File: src/rtl/l2_input_sched.sv
// Input-side scheduler for the L2 core: picks one eligible input channel per
// transaction, pulses its ready, and holds a one-hot grant until l2_fsm finishes.
module l2_input_sched #(
    parameter int STARVE_LIMIT = 8,
    parameter int CNT_W        = 4,
    parameter int N_MSHR       = 4,
    parameter int MSHR_W       = $clog2(N_MSHR) + 1
) (
    input  logic              clk,
    input  logic              rst,
    input  logic              l2_rsp_in_valid_int,
    input  logic              l2_fwd_in_valid_int,
    input  logic              l2_cpu_req_valid_int,
    input  logic              l2_flush_valid_int,
    input  logic              l2_fence_valid_int,
    output logic              l2_rsp_in_ready_int,
    output logic              l2_fwd_in_ready_int,
    output logic              l2_cpu_req_ready_int,
    output logic              l2_flush_ready_int,
    output logic              l2_fence_ready_int,
    input  logic              ongoing_flush,
    input  logic              ongoing_fence,
    input  logic              ongoing_atomic,
    input  logic              fwd_stall,
    input  logic              set_conflict,
    input  logic              evict_stall,
    input  logic [MSHR_W-1:0] mshr_cnt,
    input  logic              sched_done,
    output logic              do_rsp,
    output logic              do_fwd,
    output logic              do_ongoing_flush,
    output logic              do_flush,
    output logic              do_fence,
    output logic              do_cpu_req,
    output logic              sched_busy,
    output logic              cpu_promoted
);

    localparam int CH_RSP    = 0;
    localparam int CH_FWD    = 1;
    localparam int CH_OFLUSH = 2;
    localparam int CH_FLUSH  = 3;
    localparam int CH_FENCE  = 4;
    localparam int CH_CPU    = 5;

    typedef enum logic {
        IDLE = 1'b0,
        BUSY = 1'b1
    } state_t;

    state_t           state_reg, state_next;
    logic [5:0]       grant_reg, grant_next;
    logic             prom_reg, prom_next;
    logic [CNT_W-1:0] age_reg, age_next;

    logic [5:0] elig;
    logic [5:0] win;
    logic       starved;
    logic       promote_win;
    logic       mshr_full;
    logic       mshr_any;

    assign mshr_full = (mshr_cnt == MSHR_W'(N_MSHR));
    assign mshr_any  = (mshr_cnt != '0);

    always_comb begin
        elig            = '0;
        elig[CH_RSP]    = l2_rsp_in_valid_int;
        elig[CH_FWD]    = l2_fwd_in_valid_int && !fwd_stall && !ongoing_atomic;
        elig[CH_OFLUSH] = ongoing_flush && mshr_any;
        elig[CH_FLUSH]  = l2_flush_valid_int && !ongoing_flush && !ongoing_atomic && mshr_full;
        elig[CH_FENCE]  = l2_fence_valid_int && !ongoing_fence && mshr_full;
        elig[CH_CPU]    = l2_cpu_req_valid_int && !set_conflict && !evict_stall &&
                          !ongoing_flush && !ongoing_fence && mshr_any;
    end

    // A starved CPU request jumps everything except responses, which must
    // always drain to avoid deadlocking the coherence protocol.
    always_comb begin
        win     = '0;
        starved = (age_reg >= CNT_W'(STARVE_LIMIT)) && elig[CH_CPU];
        if (elig[CH_RSP])         win[CH_RSP]    = 1'b1;
        else if (starved)         win[CH_CPU]    = 1'b1;
        else if (elig[CH_FWD])    win[CH_FWD]    = 1'b1;
        else if (elig[CH_OFLUSH]) win[CH_OFLUSH] = 1'b1;
        else if (elig[CH_FLUSH])  win[CH_FLUSH]  = 1'b1;
        else if (elig[CH_FENCE])  win[CH_FENCE]  = 1'b1;
        else if (elig[CH_CPU])    win[CH_CPU]    = 1'b1;
    end

    // Promotion only counts when it actually beat a normally-higher channel.
    assign promote_win = starved && !elig[CH_RSP] && (|elig[CH_FENCE:CH_FWD]);

    always_comb begin
        state_next           = state_reg;
        grant_next           = grant_reg;
        prom_next            = prom_reg;
        age_next             = age_reg;
        l2_rsp_in_ready_int  = 1'b0;
        l2_fwd_in_ready_int  = 1'b0;
        l2_flush_ready_int   = 1'b0;
        l2_fence_ready_int   = 1'b0;
        l2_cpu_req_ready_int = 1'b0;
        case (state_reg)
            IDLE: begin
                if (|win) begin
                    l2_rsp_in_ready_int  = win[CH_RSP];
                    l2_fwd_in_ready_int  = win[CH_FWD];
                    l2_flush_ready_int   = win[CH_FLUSH];
                    l2_fence_ready_int   = win[CH_FENCE];
                    l2_cpu_req_ready_int = win[CH_CPU];
                    grant_next           = win;
                    prom_next            = win[CH_CPU] && promote_win;
                    state_next           = BUSY;
                    if (win[CH_CPU])
                        age_next = '0;
                    else if (l2_cpu_req_valid_int)
                        age_next = (age_reg >= CNT_W'(STARVE_LIMIT)) ? CNT_W'(STARVE_LIMIT)
                                                                     : age_reg + CNT_W'(1);
                end
            end
            BUSY: begin
                if (sched_done) begin
                    grant_next = '0;
                    prom_next  = 1'b0;
                    state_next = IDLE;
                end
            end
            default: state_next = IDLE;
        endcase
        if (!l2_cpu_req_valid_int)
            age_next = '0;
    end

    always_ff @(posedge clk) begin
        if (rst) begin
            state_reg <= IDLE;
            grant_reg <= '0;
            prom_reg  <= 1'b0;
            age_reg   <= '0;
        end else begin
            state_reg <= state_next;
            grant_reg <= grant_next;
            prom_reg  <= prom_next;
            age_reg   <= age_next;
        end
    end

    assign do_rsp           = grant_reg[CH_RSP];
    assign do_fwd           = grant_reg[CH_FWD];
    assign do_ongoing_flush = grant_reg[CH_OFLUSH];
    assign do_flush         = grant_reg[CH_FLUSH];
    assign do_fence         = grant_reg[CH_FENCE];
    assign do_cpu_req       = grant_reg[CH_CPU];
    assign sched_busy       = (state_reg == BUSY);
    assign cpu_promoted     = prom_reg;

endmodule

File: config.mk
export PLATFORM = sky130hd
export DESIGN_NAME = l2_input_sched
export DESIGN_NICKNAME = d
export VERILOG_FILES = /design/src/rtl/l2_input_sched.sv
export SDC_FILE = /design/constraint.sdc
export NUM_CORES = 1
export LEC_CHECK = 0
export CAP_MARGIN = 15
export CORE_MARGIN = 3
export CORE_UTILIZATION = 38
export CTS_CLUSTER_DIAMETER = 40
export DETAILED_ROUTE_END_ITERATION = 7
export PLACE_DENSITY = 0.83
export SLEW_MARGIN = 10
export SYNTH_ARGS = -nofsm -noshare
export SYNTH_HDL_FRONTEND = slang
export SYNTH_SLANG_ARGS = --single-unit
export TNS_END_PERCENT = 20
File: constraint.sdc
create_clock -name clk -period 3.1 [get_ports clk]
set_input_delay 0.93 -clock clk [delete_from_list [all_inputs] [get_ports clk]]
set_output_delay 0.93 -clock clk [all_outputs]
set_load 0.02 [all_outputs]
# Word level (Yosys, flattened, before mapping)
# Cells that the tools add are included.
# op_classes
n_eq_ne,3
div_mod_pow,0
n_reduce_logical,30
add_sub_neg,1
muxes,34
order_cmp,1
bitwise,2
multipliers,0
shifts,0
# ops
cell,count
1-bit two-way mux,22
1-bit logical AND,17
4-bit two-way mux,4
6-bit two-way mux,2
6-bit case mux with 2 select lines,1
1-bit logical NOT,7
6-bit OR reduction,1
5-bit two-way mux,1
"4-bit by 1-bit adder with 4-bit output, second input constant",1
"4-bit >= comparator, second input constant",1
"2-bit != test, second input constant",2
1-bit case mux with 2 select lines,2
2-bit AND reduction,2
4-bit OR reduction,1
"3-bit == test, second input constant",1
3-bit two-way mux,1
3-bit nonzero test,1
2-bit two-way mux,1
1-bit inverter,2
2-bit OR reduction,1
# word_totals
memories,0
out_inout_bits,13
latch_bits,0
mem_bits_ro,0
ramBits,0
elab_cells,75
in_bits,17
reg_bits,12

# Depth between registers and ports, before layout
# Gate-level depths: netlist (run 1).
# depth
ltp_word,16
ltp_mapped,6
ltp_nobuf,6

# Least setup slack after synthesis (run 1)
# OpenSTA, ideal clock, no wires.
# synth_timing
path_kind,input -> output
from,input port mshr_cnt[2]
to,output port l2_fence_ready_int
n_path_buf,0
stages,4
slack_ns,-0.072
t_required_ns,2.170
arrival_time_ns,2.242
path_cell_list,nor3_1 nor3_4 a211oi_1 nor3b_1
# synth_via
elab_chain_cells,12
word_cells_on_any_way,21
classes_between,eq/ne: 1; mux: 13; reduce/logical: 7
# synth_lines
item,line,text
"start, declared",27,"input logic [MSHR_W-1:0] mshr_cnt,"
3-bit nonzero test,64,assign mshr_any = (mshr_cnt != '0);
1-bit logical AND,74,!ongoing_flush && !ongoing_fence && mshr_any;
1-bit two-way mux,88,else if (elig[CH_CPU]) win[CH_CPU] = 1'b1;
1-bit two-way mux,87,else if (elig[CH_FENCE]) win[CH_FENCE] = 1'b1;
2-bit two-way mux,86,else if (elig[CH_FLUSH]) win[CH_FLUSH] = 1'b1;
3-bit two-way mux,85,else if (elig[CH_OFLUSH]) win[CH_OFLUSH] = 1'b1;
4-bit two-way mux,84,else if (elig[CH_FWD]) win[CH_FWD] = 1'b1;
1-bit two-way mux,83,else if (starved) win[CH_CPU] = 1'b1;
5-bit two-way mux (*),82,if (elig[CH_RSP]) win[CH_RSP] = 1'b1;
6-bit OR reduction,106,if (|win) begin
1-bit two-way mux (*),106,
1-bit two-way mux (*),104,case (state_reg)
"end, declared",20,"output logic l2_fence_ready_int,"
# Every way passes the cells marked *; elsewhere a longest branch is shown, timed or not.

# Final worst setup path (run 1)
# layout_timing
from,input port set_conflict
to,output port l2_cpu_req_ready_int
# layout_via
elab_chain_cells,16
word_cells_on_any_way,18
classes_between,mux: 10; reduce/logical: 8
# layout_lines
item,line,text
"start, declared",25,"input logic set_conflict,"
1-bit logical NOT (*),73,elig[CH_CPU] = l2_cpu_req_valid_int && !set_conflict && !evict_stall &&
1-bit logical AND (*) (3 in a row),73,
1-bit logical AND (*) (2 in a row),74,
1-bit two-way mux,88,
1-bit two-way mux,87,
2-bit two-way mux,86,
3-bit two-way mux,85,
4-bit two-way mux,84,
1-bit two-way mux,83,
5-bit two-way mux (*),82,
6-bit OR reduction,106,
1-bit two-way mux (*),106,
1-bit two-way mux (*),104,
"end, declared",18,"output logic l2_cpu_req_ready_int,"
# Marks and branches as above.

==> results of run 1 <==
[final cells by class]
class / instances / share of cell area [%]
clock buffer: 4 / 2.703
inverter: 6 / 1.678
multi-input combinational: 65 / 41.29
sequential: 12 / 17.89
tap: 25 / 2.330
timing repair buffer: 53 / 34.11
[routing by layer]
layer	track usage [%]	part of all wire, %	vias up
li1	-	-	423
met1	22.67	45	403
met2	34.35	50	27
met3	3.858	3.3	7
met4	11.21	2.2	0
met5	0	0	-
[power by group through the flow]
stage                     Sequential (mW)  Combinational (mW)  Clock [mW]
after global routing                0.164               0.121       0.139
after floorplan                     0.169              0.0427           0
after detailed placement            0.166               0.107           0
after global placement              0.166               0.104           0
final                               0.163               0.113       0.129
after CTS                           0.163               0.108       0.133
[placed cells by master, fill, tap and decap left out, types with 3 or more instances in the layout]
cell type and count:
buf_4 25, clkdlybuf4s50_1 15, dfxtp_1 12, a21oi_1 8, nor2_1 8, inv_1 5, nand2_1 5, dlygate4sd2_1 5
buf_6 5, nand4_1 3, clkbuf_4 3
[logic make-up after synthesis]
family	after synthesis	share of synthesized area (%)
multiplexers	1	1.336
AND/OR/NAND/NOR	40	33.89
adder cells (fa/ha/maj)	2	3.338
buffers and inverters	7	3.505
AO/OA/AOI/OAI	22	25.88
flip-flops	12	32.05
[worst register-to-register path, delay by kind of cell, from the launching register on]
family	cells	cell delay, ns
AOI/OAI and AO/OA	4	0.92
and+or+nand+nor	1	0.06
DFF	1	0.42
buffers and inverters	2	0.26
[through the flow]
| step | cell area (um^2) | cells | power (mW) |
|---|---|---|---|
| after floorplan | 754.5 | 84 | 0.2120 |
| after global placement | 1230 | 158 | 0.2699 |
| after detailed placement | 1230 | 158 | 0.2733 |
| after CTS | 1308 | 164 | 0.4037 |
| after global routing | 1343 | 165 | 0.4236 |
| final | 1343 | 165 | 0.4053 |
[timing repair]
item | in CTS | in global routing
gates resized for setup | 55 | 7
pin swaps | 7 | 5
buffers inserted | 2 | 1
hold buffers | 0 | 0
endpoints found under the setup margin | 5 | 4
[how the worst min path moves through the flow]
stage / start / endpoint / slack, ns / cells past startpoint
after floorplan: age_reg[1]$_SDFFE_PP0P_ / age_reg[1]$_SDFFE_PP0P_ / 0.48 / 2
after global placement: grant_reg[2]$_SDFFE_PP0P_ / grant_reg[2]$_SDFFE_PP0P_ / 0.45 / 2
after detailed placement: cpu_promoted$_SDFFE_PP0P_ / cpu_promoted$_SDFFE_PP0P_ / 0.46 / 2
after CTS: cpu_promoted$_SDFFE_PP0P_ / cpu_promoted$_SDFFE_PP0P_ / 0.47 / 2
after global routing: grant_reg[2]$_SDFFE_PP0P_ / grant_reg[2]$_SDFFE_PP0P_ / 0.50 / 2
final: cpu_promoted$_SDFFE_PP0P_ / cpu_promoted$_SDFFE_PP0P_ / 0.47 / 2
==> results.sh, run 1 <==
export IMPL_yosysTopAreaCellShare_pct=32.05
export IMPL_maxCapViolCount=0
export IMPL_cp_num_buf_inv=2
export IMPL_power_frac_comb_pct=27.8
export IMPL_ir_drop_mv=0.3067
export IMPL_ys_types=35
export IMPL_setup_viol=4
export IMPL_p_int_mw=0.2900
export IMPL_drive_above_1_share_pct=40.71
export IMPL_crit_type="input pin to output port"
export IMPL_clkPwrFrac_pct=31.9
export IMPL_grt_pass1_vias=855
export IMPL_crit_required_ns=2.17
export IMPL_vias=860
export IMPL_cpPeakStageDelay_ns=0.54
export IMPL_clockBufferDepth=2
export IMPL_rrSetupSlack_ns=1.32
export IMPL_p_leak_nw=0.5610
export IMPL_die_area_um2=2541
export IMPL_totalWireLength_um=2376
export IMPL_rr_startpoint="age_reg[3]$_SDFFE_PP0P_"
export IMPL_viasPerCell=5.212
export IMPL_pre_cts_slack_ns=-0.8656
export IMPL_skew_ns=0.001501
export IMPL_area_growth_pct=79.13
export IMPL_swShare_pct=28.44
export IMPL_finalCritPeriodShare_pct=102.3
export IMPL_syn_area_um2=749.5
export IMPL_insertion_delay_ns=0.28
export IMPL_place_detailed_hpwl_um=1801
export IMPL_startpoint="set_conflict"
export IMPL_critPathSlowestCell="or4b_4"
export IMPL_grt_max_degree=10
export IMPL_finalSetupTns_ns=-0.2138
export IMPL_layout_nets=160
export IMPL_period_minus_slack_ns=3.171
export IMPL_async_flop_share_pct=0
export IMPL_powerDensity_nw_per_um2=301.9
export IMPL_antenna_left=0
export IMPL_ff_latch_area_um2=240.2
export IMPL_netSwitchingPower_mw=0.1153
export IMPL_grt_pass1_wl_um=3781
export IMPL_start_util_pct=41.60
export IMPL_syn_avg_cell_area_um2=8.922
export IMPL_postSynthCellCount=84
export IMPL_start_kind="input pin"
export IMPL_worst_slew_pin_slew_ns=0.3749
export IMPL_grt_overflow_total=0
export IMPL_core_area_um2=1802
export IMPL_worst_ep_arrival_time_ns=2.24
export IMPL_outcome="finished, violations left"
export IMPL_hold_ws_ns=0.4651
export IMPL_synthTopCellsByArea="dfxtp_1 (32%), a21oi_1 (5.3%), nor2_1 (4.5%), o41ai_4 (3.7%), ha_1 (3.3%)"
export IMPL_drv_slew=0
export IMPL_reg2regPathDepth=7
export IMPL_drc_errors=0
export IMPL_wl_per_cell_um=14.40
export IMPL_final_util_pct=74.51
export IMPL_cts_tree="yes"
export IMPL_dieHeight_um=50.41
export IMPL_pwr_share_seq_pct=40.3
export IMPL_clock_fmax_mhz=315.4
export IMPL_drt_initial_drc_count=7
export IMPL_synthTopCellsByCount="dfxtp_1 (12), nor2_1 (9), a21oi_1 (8)"
export IMPL_gp_congestion=0.8424
export IMPL_multiInputGateArea_um2=554.3
export IMPL_ys_warn_count=0
export IMPL_synth_edf_count=0
export IMPL_row_count=15
export IMPL_path_clk_slew_ns=0.08
export IMPL_dr_pass1_iters=4
export IMPL_die_w_um=50.41
export IMPL_synth_most_common_cell="dfxtp_1"
export IMPL_grtUsageTotal_pct=19.89
export IMPL_hp_class="flip-flop to flip-flop"
export IMPL_h_tree_depth=1
export IMPL_maxSlewHeadroom_pct=74.97
export IMPL_ys_seq_elements=12
export IMPL_antenna_found_initial=0
export IMPL_cp_common_cell="buf_6"
export IMPL_largest_reg_flops=6
export IMPL_antenna_cells=0
export IMPL_setup_ws_ns=-0.07087
export IMPL_clkSinkCount=12
export IMPL_finalHoldViolations=0
export IMPL_numCtsBuffers=3
export IMPL_pin_count=30
export IMPL_synth_nets=103
export IMPL_cp_depth=6
export IMPL_endpoint="l2_cpu_req_ready_int"
export IMPL_synthFlopType="dfxtp_1"
export IMPL_end_kind="output port"
export IMPL_violations="setup timing"
export IMPL_placement_io_buffers=29
export IMPL_seq_area_frac_synth_pct=32.05
export IMPL_rsz0062_at_grt="yes"
export IMPL_yosys_area_top_type="dfxtp_1"
export IMPL_r2r_end="age_reg[3]$_SDFFE_PP0P_"
export IMPL_critical_path_top_delay_family="simple AND/OR/NAND/NOR gates"
export IMPL_root_buffer="clkbuf_4"
export IMPL_fill_cells=133
export IMPL_path_cells="buf_6 -> or4b_4 -> nor3_4 -> o211a_1 -> and2_4 -> buf_6"
export IMPL_crit_fanout=3
(Power assumes the default switching activity.)
==> inputs of run 2 (changes only) <==
Settings changed: GPL_ROUTABILITY_DRIVEN from default to 0, RECOVER_POWER from default to 25.
==> results.sh, run 2 (synthesized netlist as in run 1, its figures left out) <==
export IMPL_skew_ns=0.001485
export IMPL_hp_class="flip-flop to flip-flop"
export IMPL_die_area_um2=2541
export IMPL_clockBufferDepth=2
export IMPL_p_int_mw=0.2897
export IMPL_swShare_pct=28.46
export IMPL_outcome="finished, violations left"
export IMPL_drc_errors=0
export IMPL_insertion_delay_ns=0.28
export IMPL_start_kind="input pin"
export IMPL_dp_cells=158
export IMPL_antenna_left=0
export IMPL_finalHoldViolations=0
export IMPL_power_frac_comb_pct=27.8
export IMPL_pre_cts_slack_ns=-0.8656
export IMPL_drive_above_1_share_pct=40.71
export IMPL_grt_overflow_total=0
export IMPL_setup_ws_ns=-0.07087
export IMPL_numCtsBuffers=3
export IMPL_crit_required_ns=2.17
export IMPL_clkSinkCount=12
export IMPL_fill_cells=133
export IMPL_h_tree_depth=1
export IMPL_placement_io_buffers=29
export IMPL_worst_ep_arrival_time_ns=2.24
export IMPL_final_common_cell="buf_4"
export IMPL_powerDensity_nw_per_um2=301.6
export IMPL_largest_reg_flops=6
export IMPL_end_kind="output port"
export IMPL_pwr_share_seq_pct=40.3
export IMPL_netSwitchingPower_mw=0.1152
export IMPL_antenna_cells=0
export IMPL_totalWireLength_um=2373
export IMPL_grt_pass1_wl_um=3781
export IMPL_ir_drop_mv=0.3063
export IMPL_place_detailed_hpwl_um=1801
export IMPL_crit_type="input pin to output port"
export IMPL_maxCapViolCount=0
export IMPL_area_growth_pct=79.13
export IMPL_viasPerCell=5.218
export IMPL_finalSetupTns_ns=-0.2118
export IMPL_worst_slew_pin_slew_ns=0.3749
export IMPL_core_area_um2=1802
export IMPL_layout_nets=160
export IMPL_vias=861
export IMPL_grt_max_degree=10
export IMPL_crit_fanout=3
export IMPL_clock_fmax_mhz=315.4
export IMPL_grt_pass1_vias=855
export IMPL_root_buffer="clkbuf_4"
export IMPL_wl_per_cell_um=14.38
export IMPL_cts_tree="yes"
export IMPL_finalCritPeriodShare_pct=102.3
export IMPL_grtUsageTotal_pct=19.89
export IMPL_setup_viol=4
export IMPL_clkPwrFrac_pct=32.0
export IMPL_violations="setup timing"
export IMPL_die_w_um=50.41
export IMPL_antenna_found_initial=0
export IMPL_maxSlewHeadroom_pct=74.97
export IMPL_period_minus_slack_ns=3.171
export IMPL_rsz0062_at_grt="yes"
export IMPL_p_leak_nw=0.5782
export IMPL_drv_slew=0
export IMPL_instances_no_fill=165
export IMPL_dieHeight_um=50.41
export IMPL_row_count=15
export IMPL_most_common_layout_cells="buf_4 (25), dfxtp_1 (12), clkdlybuf4s50_1 (10)"
export IMPL_hold_ws_ns=0.4651
export IMPL_dr_pass1_iters=4
export IMPL_path_clk_slew_ns=0.08
export IMPL_drt_initial_drc_count=7
export IMPL_start_util_pct=41.60
export IMPL_pin_count=30
run 2: path summary, 6_finish.rpt:
path,start,to,slack [ns],cells after the start
setup / recovery,set_conflict,l2_cpu_req_ready_int,-0.07,6
hold / removal,cpu_promoted$_SDFFE_PP0P_,cpu_promoted$_SDFFE_PP0P_,0.47,2
setup reg to reg,age_reg[3]$_SDFFE_PP0P_,age_reg[3]$_SDFFE_PP0P_,1.32,7
hold reg to reg,cpu_promoted$_SDFFE_PP0P_,cpu_promoted$_SDFFE_PP0P_,0.47,2
run 2: power groups by stage:
stage          Combinational, mW  Clock, mW  Sequential (mW)
2_1_floorplan             0.0427          0            0.169
3_3_place_gp               0.104          0            0.166
3_5_place_dp               0.107          0            0.166
4_1_cts                    0.108      0.133            0.163
5_1_grt                    0.121      0.139            0.164
6_report                   0.112      0.129            0.163
run 2: through the flow:
stage | instance area, um^2 | util [%] | total power, mW
CTS | 1308 | 72.57 | 0.4037
detailed placement | 1230 | 68.26 | 0.2733
finish | 1343 | 74.51 | 0.4049
floorplan | 754.5 | - | 0.2120
global route | 1343 | 74.51 | 0.4232
global placement | 1230 | 68.26 | 0.2699
run 2: final cells by class:
class	instances	area, um^2	share of cell area (%)
multi-input cells	65	554.3	41.29
inverters	6	22.52	1.678
clock buffers	4	36.28	2.703
flip-flops and latches	12	240.2	17.89
well taps	25	31.28	2.330
repair buffers	53	457.9	34.11
run 2: what timing repair did:
action                     CTS  global route
gates resized for setup     55             7
hold endpoints to repair     0             0
setup endpoints to repair    5             4
buffers inserted             2             1
pin swaps                    7             5
hold buffers                 0             0
run 2: metal layers:
metal	wire, um	track usage [%]	vias to the layer above
met2	1182	34.35	27
met5	0	0	-
met1	1061	22.67	404
met4	53	11.21	0
li1	-	-	423
met3	75	3.858	7
run 2: worst max-delay path: stages:
cell     delay, ns
buf_6         0.09
or4b_4        0.54
nor3_4        0.22
o211a_1       0.21
and2_4        0.15
buf_6         0.11
